--- src/rtl/mem_stage.sv ---
// LEGv8 memory stage: EX/MEM and MEM/WB registers, branch resolve, and a
// variable-latency data-memory handshake. Optional MEM_ALIGN_CHECK_EN rejects misaligned accesses.
module mem_stage #(
  parameter int N              = 64,
  parameter int TIMEOUT_CYCLES = 16
) (
  input  logic         clk,
  input  logic         reset,
  input  logic [N-1:0] PCBranch_E,
  input  logic [N-1:0] aluResult_E,
  input  logic [N-1:0] writeData_E,
  input  logic         zero_E,
  input  logic         Branch_E,
  input  logic         MemRead_E,
  input  logic         MemWrite_E,
  input  logic         RegWrite_E,
  input  logic         MemtoReg_E,
  input  logic [4:0]   rd_E,
  output logic         PCSrc_M,
  output logic [N-1:0] PCBranch_M,
  output logic         stall_M,
  output logic         dm_req,
  output logic         dm_we,
  output logic [N-1:0] dm_addr,
  output logic [N-1:0] dm_wdata,
  input  logic [N-1:0] dm_rdata,
  input  logic         dm_ready,
  output logic [N-1:0] aluResult_W,
  output logic [N-1:0] readData_W,
  output logic         RegWrite_W,
  output logic         MemtoReg_W,
  output logic [4:0]   rd_W,
  output logic         mem_err,
  output logic         align_err
);

  typedef enum logic [1:0] {IDLE, BUSY, DONE} memState_t;

  localparam logic [7:0] TIMEOUT_LAST = 8'(TIMEOUT_CYCLES - 1);

  memState_t    state, nextState;
  logic [7:0]   timeoutCnt;
  logic [N-1:0] rdata_q;

  logic [N-1:0] aluResult_M, writeData_M;
  logic         zero_M, Branch_M, MemRead_M, MemWrite_M, RegWrite_M, MemtoReg_M;
  logic [4:0]   rd_M;

  logic         memOp;
  logic         misaligned;
  logic         regWriteEff;

  assign memOp   = MemRead_M | MemWrite_M;
  assign PCSrc_M = Branch_M & zero_M;

`ifdef MEM_ALIGN_CHECK_EN
  assign misaligned  = memOp & (aluResult_M[2:0] != 3'b000);
  // A rejected access must not write back stale data to the register file.
  assign regWriteEff = RegWrite_M & ~align_err;

  always_ff @(posedge clk) begin
    if (reset) align_err <= 1'b0;
    else       align_err <= (state == IDLE) & misaligned;
  end
`else
  assign misaligned  = 1'b0;
  assign regWriteEff = RegWrite_M;
  assign align_err   = 1'b0;
`endif

  // EX/MEM pipeline register
  always_ff @(posedge clk) begin
    // NOTE: reset here is synchronous, so it lives inside the clocked branch and not the sensitivity list.
    if (reset) begin
      PCBranch_M  <= '0;
      aluResult_M <= '0;
      writeData_M <= '0;
      zero_M      <= 1'b0;
      Branch_M    <= 1'b0;
      MemRead_M   <= 1'b0;
      MemWrite_M  <= 1'b0;
      RegWrite_M  <= 1'b0;
      MemtoReg_M  <= 1'b0;
      rd_M        <= '0;
    end else if (!stall_M) begin
      // NOTE: non-blocking assignments keep every register sampling pre-edge values.
      PCBranch_M  <= PCBranch_E;
      aluResult_M <= aluResult_E;
      writeData_M <= writeData_E;
      zero_M      <= zero_E;
      Branch_M    <= Branch_E;
      MemRead_M   <= MemRead_E;
      MemWrite_M  <= MemWrite_E;
      RegWrite_M  <= RegWrite_E;
      MemtoReg_M  <= MemtoReg_E;
      rd_M        <= rd_E;
    end
  end

  always_comb begin
    // NOTE: every output gets a default first so no path leaves a latch behind.
    nextState = state;
    stall_M   = 1'b0;
    dm_req    = 1'b0;
    dm_we     = 1'b0;
    dm_addr   = '0;
    dm_wdata  = '0;
    case (state)
      IDLE: begin
        if (memOp) begin
          stall_M   = 1'b1;
          nextState = misaligned ? DONE : BUSY;
        end
      end
      BUSY: begin
        stall_M  = 1'b1;
        dm_req   = 1'b1;
        dm_we    = MemWrite_M;
        dm_addr  = aluResult_M;
        dm_wdata = writeData_M;
        if (dm_ready || timeoutCnt == TIMEOUT_LAST) nextState = DONE;
      end
      DONE:    nextState = IDLE;
      default: nextState = IDLE;
    endcase
  end

  always_ff @(posedge clk) begin
    if (reset) begin
      state      <= IDLE;
      timeoutCnt <= '0;
      rdata_q    <= '0;
      mem_err    <= 1'b0;
    end else begin
      state <= nextState;
      case (state)
        IDLE: begin
          if (memOp) begin
            timeoutCnt <= '0;
            if (misaligned) rdata_q <= '0;
          end
        end
        BUSY: begin
          timeoutCnt <= timeoutCnt + 8'd1;
          // A completing access wins over a timeout landing on the same cycle.
          if (dm_ready) begin
            rdata_q <= MemWrite_M ? '0 : dm_rdata;
          end else if (timeoutCnt == TIMEOUT_LAST) begin
            mem_err <= 1'b1;
            rdata_q <= '0;
          end
        end
        default: ;
      endcase
    end
  end

  // MEM/WB pipeline register; a stall injects a bubble but keeps the data fields.
  always_ff @(posedge clk) begin
    if (reset) begin
      aluResult_W <= '0;
      readData_W  <= '0;
      RegWrite_W  <= 1'b0;
      MemtoReg_W  <= 1'b0;
      rd_W        <= '0;
    end else if (!stall_M) begin
      aluResult_W <= aluResult_M;
      readData_W  <= (state == DONE) ? rdata_q : '0;
      RegWrite_W  <= regWriteEff;
      MemtoReg_W  <= MemtoReg_M;
      rd_W        <= rd_M;
    end else begin
      RegWrite_W  <= 1'b0;
      MemtoReg_W  <= 1'b0;
    end
  end

endmodule
--- config.mk ---
export PLATFORM = sky130hd
export DESIGN_NAME = mem_stage
export DESIGN_NICKNAME = d
export VERILOG_FILES = /design/src/rtl/mem_stage.sv
export SDC_FILE = /design/constraint.sdc
export NUM_CORES = 1
export LEC_CHECK = 0
export ABC_CLOCK_PERIOD_IN_PS = 1700
export BUFFER_PORTS_ARGS = -buffer_cell sky130_fd_sc_hd__buf_2
export CAP_MARGIN = 10
export CORE_AREA = 2 2 233 235
export DETAILED_ROUTE_END_ITERATION = 10
export DIE_AREA = 0 0 235 237
export HOLD_SLACK_MARGIN = 0.12
export MAX_ROUTING_LAYER = met4
export PLACE_DENSITY = 0.69
export SLEW_MARGIN = 20
export SYNTH_ARGS = -nofsm -noshare
export SYNTH_HDL_FRONTEND = slang
export SYNTH_SLANG_ARGS = --single-unit
--- constraint.sdc ---
create_clock -name clk -period 1.7 [get_ports clk]
set_clock_uncertainty 0.2 [all_clocks]
set_input_delay 0.255 -clock clk [delete_from_list [all_inputs] [get_ports clk]]
set_output_delay 0.255 -clock clk [all_outputs]
set_load 0.005 [all_outputs]
==> flow_summary.yaml, run 1 <==
clock_network:
  worstSkewPairLatency_ns: 0.58
  cts_tree: "done"
  cts_buffer_depth: 3
  cts_inserted_buffers: 44
  clock-sinks: 413
  cts_max_level: 2
  root_buffer: "clkbuf_16"
  clk_pin_slew_ns: 0.06
setup_path:
  crit_required_ns: 1.24
  critPathMaxFanout: 15
  startpoint_type: "flop"
  critical_path_class: "flop to primary output"
  arrival_ns: 1.88
  end_kind: "primary output"
route:
  vias_per_cell: 5.73
  wl_um: 83400
  dr.pass1.iters: 6
  vias: 20800
  drc: 0
  drt-initial-drc-count: 1837
  post_drt_wl_per_cell_um: 23.0
  ant_nets: 0
place:
  place_area_um2: 21000
  io_buffers: 601
  gp_congestion: 0.877
  hpwlAfterDp_um: 38700
synthesis:
  synth_area_per_cell_um2: 8.42
  ys_ff_latch: 413
  synth_top_cell_by_area: "dfxtp_1"
  synth_top_flop_cell: "dfxtp_1"
  synth_edf_count: 0
  synth_cells: 1972
  syn_area_um2: 16600
  synthArstFlopShare_pct: 0
  syn-num-nets: 2243
  ys_warn_count: 0
  ys_types: 39
  yosys-top-cells-count: "dfxtp_1 (413), a21oi_1 (405), o21ai_0 (275)"
  yosysSeqAreaShare_pct: 49.8
  synth_most_common_cell: "dfxtp_1"
  synth_top_area_share_pct: 49.8
  synth.area.top_cells: "dfxtp_1 (50%), a21oi_1 (12%), o21ai_0 (8.3%), nand3_1 (8.2%), and2_1 (4.9%)"
grt:
  antenna_found_initial: 2
  grt_pass1_wl_um: 107000
  grt_util_all_layers_pct: 24.4
  grt_max_degree: 134
  grt_pass1_vias: 19100
  grt-ovfl-total: 0
power:
  total_power_mw: 36.1
  p_per_area_nw_per_um2: 1200
  leakage_nw: 12.2
  irDropWorstVdd_mv: 0.807
die:
  dieArea_um2: 55700
  start_util_pct: 31.1
  core_area_um2: 53300
  num_rows: 85
  io_pins: 603
  die_h_um: 237
  fp.dieW_um: 235
sta:
  setup-violations-final: 540
  grt_setup_unrepaired: "yes"
  fin_crit_ns: 2.33
  fin_crit_sh_pct: 137
  finalHoldViolations: 0
  setup_slack_ns: -0.632
  max_freq_mhz: 429
  slew_viol_final: 0
run_status:
  outcome: "finished with violations"
  violations: "setup timing"
cells_and_area:
  nFillCells: 4089
  layout-drive-gt1-share_pct: 44.5
  final_area_um2: 30100
  nets: 3178
  areaGrowthSynthToFinish_pct: 81.1
hold_path:
  hp-class: "flop to flop"
job:
  max_cap_viol_count: 0
==> layout make-up <==
cell class	count	area, um2	share of cell area, %
inverter	7	41.3	0.137
antenna	1	2.50	0.00833
clock buffer	68	1290	4.30
sequential	413	8280	27.5
clock inverter	9	75.1	0.250
multi-input combinational	1319	8930	29.7
tap	696	871	2.90
timing repair buffer	1122	10600	35.2
==> layer usage <==
metal	vias to the layer above	track usage (%)	wire length (um)
met5	-	-	0
met3	411	5.18	7940
met1	9807	28.7	30600
li1	9033	-	-
met4	0	10.4	4950
met2	1591	40.3	39900
==> cell families after synthesis <==
family | after synthesis | share of synthesized area (%)
muxes | 3 | 0.181
adders and majority gates | 1 | 0.0754
other | 1 | 0.0226
and+or+nand+nor | 494 | 15.7
AOI/OAI and AO/OA | 820 | 27.6
DFF | 413 | 49.8
buffers and inverters | 240 | 6.60
==> power breakdown <==
group          internal [mW]  switching, mW
Sequential              10.8          0.910
Clock                   5.25           4.20
Combinational           7.80           7.18
Total                   23.8           12.3
==> state kept, by name (all words and copies together) (netlist names), 2 cells and up <==
register,cells
PCBranch_M,64
rd_M,5
writeData_M,64
rdata_q,64
aluResult_M,64
state,2
readData_W,64
rd_W,5
timeoutCnt,8
aluResult_W,64
==> per-stage QoR <==
stage          setup TNS, ns  hold WS [ns]  std cells  worst slack, ns  utilization, %
2_1_floorplan          -2.11         0.212       1972          -0.0263               -
3_3_place_gp           -2.80         0.248       3164          -0.0768            39.4
3_5_place_dp           -6.46         0.253       3164           -0.116            39.4
4_1_cts              -159.90         0.249       3583           -0.556            51.3
5_1_grt              -195.41         0.269       3635           -0.689            56.4
6_report             -162.30         0.260       3635           -0.632            56.4
==> critical path, stage by stage, from the launching register on <==
cell	delay, ns
dfxtp_4	0.34
nand2b_4	0.16
inv_8	0.09
buf_12	0.16
buf_8	0.16
and2_1	0.19
buf_2	0.18
==> path summary, 6_finish.rpt <==
check,slack (ns),depth (start not counted),end,startpoint
hold / removal,0.26,2,PCBranch_M[43],PCBranch_M[43]
setup reg to reg,-0.44,10,aluResult_M[32],state[0]
setup / recovery,-0.63,6,dm_wdata[11],state[1]
hold reg to reg,0.26,2,PCBranch_M[43],PCBranch_M[43]
==> cell usage in the layout, fill, tap and decap left out, drive strengths merged, types with 2 or more instances in the layout <==
cell type	n
nand2	4
nand2b	2
bufbuf	3
clkbuf	98
dfxtp	413
o31ai	4
nand3	273
a32oi	64
buf	820
nor4	3
nand4	2
a211oi	64
and2	130
a21oi	405
mux2i	3
clkinv	8
dlygate4sd3	269
nor3b	2
or4	5
nor2	66
o211ai	6
o21ai	275
inv	8
==> timing repair <==
action	4_1_cts	5_1_grt
gates cloned	37	35
endpoints found under the setup margin	461	542
gates resized for setup	191	543
endpoints found under the hold margin	340	0
hold buffers	269	0
pin swaps	50	151
setup buffers	36	23
Power figures use the tool's default switching activity.
==> run 2, diff against run 1 <==
Settings changed: SKIP_CTS_REPAIR_TIMING set to 1.
==> flow_summary.yaml, run 2 (same netlist as run 1, synthesis figures left out) <==
run_status:
  outcome: "finished with violations"
  violations: "setup timing"
grt:
  grt-ovfl-total: 0
  grt_util_all_layers_pct: 19.4
  grt_pass1_vias: 15800
  grt_pass1_wl_um: 86700
  antenna_found_initial: 2
  grt_max_degree: 134
power:
  irDropWorstVdd_mv: 0.723
  leakage_nw: 11.3
  total_power_mw: 31.4
  power_frac_comb_pct: 33.6
  seqPwrFrac_pct: 36.8
  p_int_mw: 21.1
  p_per_area_nw_per_um2: 1150
  power_switching_mw: 10.3
  power.share.switching_pct: 32.7
  power_frac_clock_pct: 29.7
hold_path:
  hold_path_end: "PCBranch_M[43]"
  min_path_cells: 2
  hp-class: "flop to flop"
  hold_path.startpoint: "PCBranch_M[43]"
die:
  dieArea_um2: 55700
  io_pins: 603
  fp.dieW_um: 235
  die_h_um: 237
  start_util_pct: 31.1
  num_rows: 85
  core_area_um2: 53300
clock_network:
  cts_buffer_depth: 3
  cts_tree: "done"
  cts_inserted_buffers: 44
  worstSkewPairLatency_ns: 0.58
  root_buffer: "clkbuf_16"
  clk_pin_slew_ns: 0.06
  cts_max_level: 2
  clock-sinks: 413
route:
  vias_per_cell: 5.44
  post_drt_wl_per_cell_um: 19.9
  drt-initial-drc-count: 1445
  wl_um: 71000
  vias: 19400
  drc: 0
  ant_nets: 0
  dr.pass1.iters: 8
setup_path:
  r2r_start: "state[0]"
  reg2reg_setup_slack_ns: -0.53
  crit_required_ns: 1.24
  end_kind: "primary output"
  startpoint: "state[1]"
  r2r-end: "writeData_M[52]"
  critPathMaxFanout: 7
  critical_path_class: "flop to primary output"
  r2r_cells: 11
  arrival_ns: 1.86
  startpoint_type: "flop"
cells_and_area:
  nFillCells: 4524
  final_cell_mix: "buf_2 (524), dfxtp_1 (409), a21oi_1 (382)"
  final_common_cell: "buf_2"
  areaGrowthSynthToFinish_pct: 64.5
  final_area_um2: 27300
  nets: 3105
  layout-drive-gt1-share_pct: 35.5
sta:
  setup_slack_ns: -0.618
  tightest_slew_ns: 0.645
  fin_crit_sh_pct: 136
  finalHoldViolations: 0
  grt_setup_unrepaired: "yes"
  slew_viol_final: 0
  setup-violations-final: 459
  fin_crit_ns: 2.32
  max_freq_mhz: 431
  relSlewSlack_pct: 57.0
place:
  io_buffers: 601
  place_area_um2: 21000
  hpwlAfterDp_um: 38700
  gp_congestion: 0.877
job:
  max_cap_viol_count: 0
run 2: changes by cell type in the layout (fill, tap and decap cells not counted), sizes merged:
cell and change:
buf -66, clkbuf -4, bufbuf -3, diode +1
run 2: routing by layer:
metal  wire, um  part of all wire (%)  up-vias  global-route usage (%)
li1           -                     -     8852                       -
met1      27500                    39     9120                    23.7
met2      34200                    48     1152                    30.2
met3       5930                   8.3      246                    4.98
met4       3360                   4.7        0                    8.59
met5          0                     0        -                       -
run 2: final cells by class:
class	count	area [um2]	area share (%)
antenna	2	5.00	0.0183
clock buffer	68	1290	4.73
clock inverter	9	75.1	0.275
inverter	7	41.3	0.151
multi-input combinational	1319	7850	28.8
sequential	413	8280	30.3
tap	696	871	3.19
timing repair buffer	1049	8890	32.6
run 2: worst max-delay path: stages (launching register included):
cell and delay (ns):
dfxtp_4 0.35, nand2b_4 0.16, inv_8 0.10, buf_12 0.19
clkbuf_16 0.18, and2_1 0.15, buf_2 0.13
run 2: power groups by stage:
stage                     combinational (mW)  sequential [mW]  clock [mW]
after CTS                               7.05             11.4        9.42
after global routing                    11.2             11.6        9.86
after floorplan                         3.80             11.5           0
after detailed placement                7.02             11.6           0
after global placement                  6.97             11.6           0
final                                   10.5             11.5        9.31
run 2: metrics by stage:
step	setup WS [ns]	TNS, ns	utilization (%)	std cells	hold slack [ns]
finish	-0.618	-114.84	51.2	3563	0.260
global route	-0.669	-152.89	51.2	3563	0.261
CTS	-0.691	-88.49	42.0	3241	-0.320
detailed placement	-0.116	-6.46	39.4	3164	0.253
global placement	-0.0768	-2.80	39.4	3164	0.248
floorplan	-0.0263	-2.11	-	1972	0.212
run 2: worst max-delay path by stage:
stage               slack [ns]          end
floorplan                -0.03   dm_addr[0]
global placement         -0.08      rd_M[0]
global route             -0.67  dm_wdata[8]
CTS                      -0.69  dm_addr[59]
detailed placement       -0.12      rd_M[0]
finish                   -0.62  dm_wdata[8]
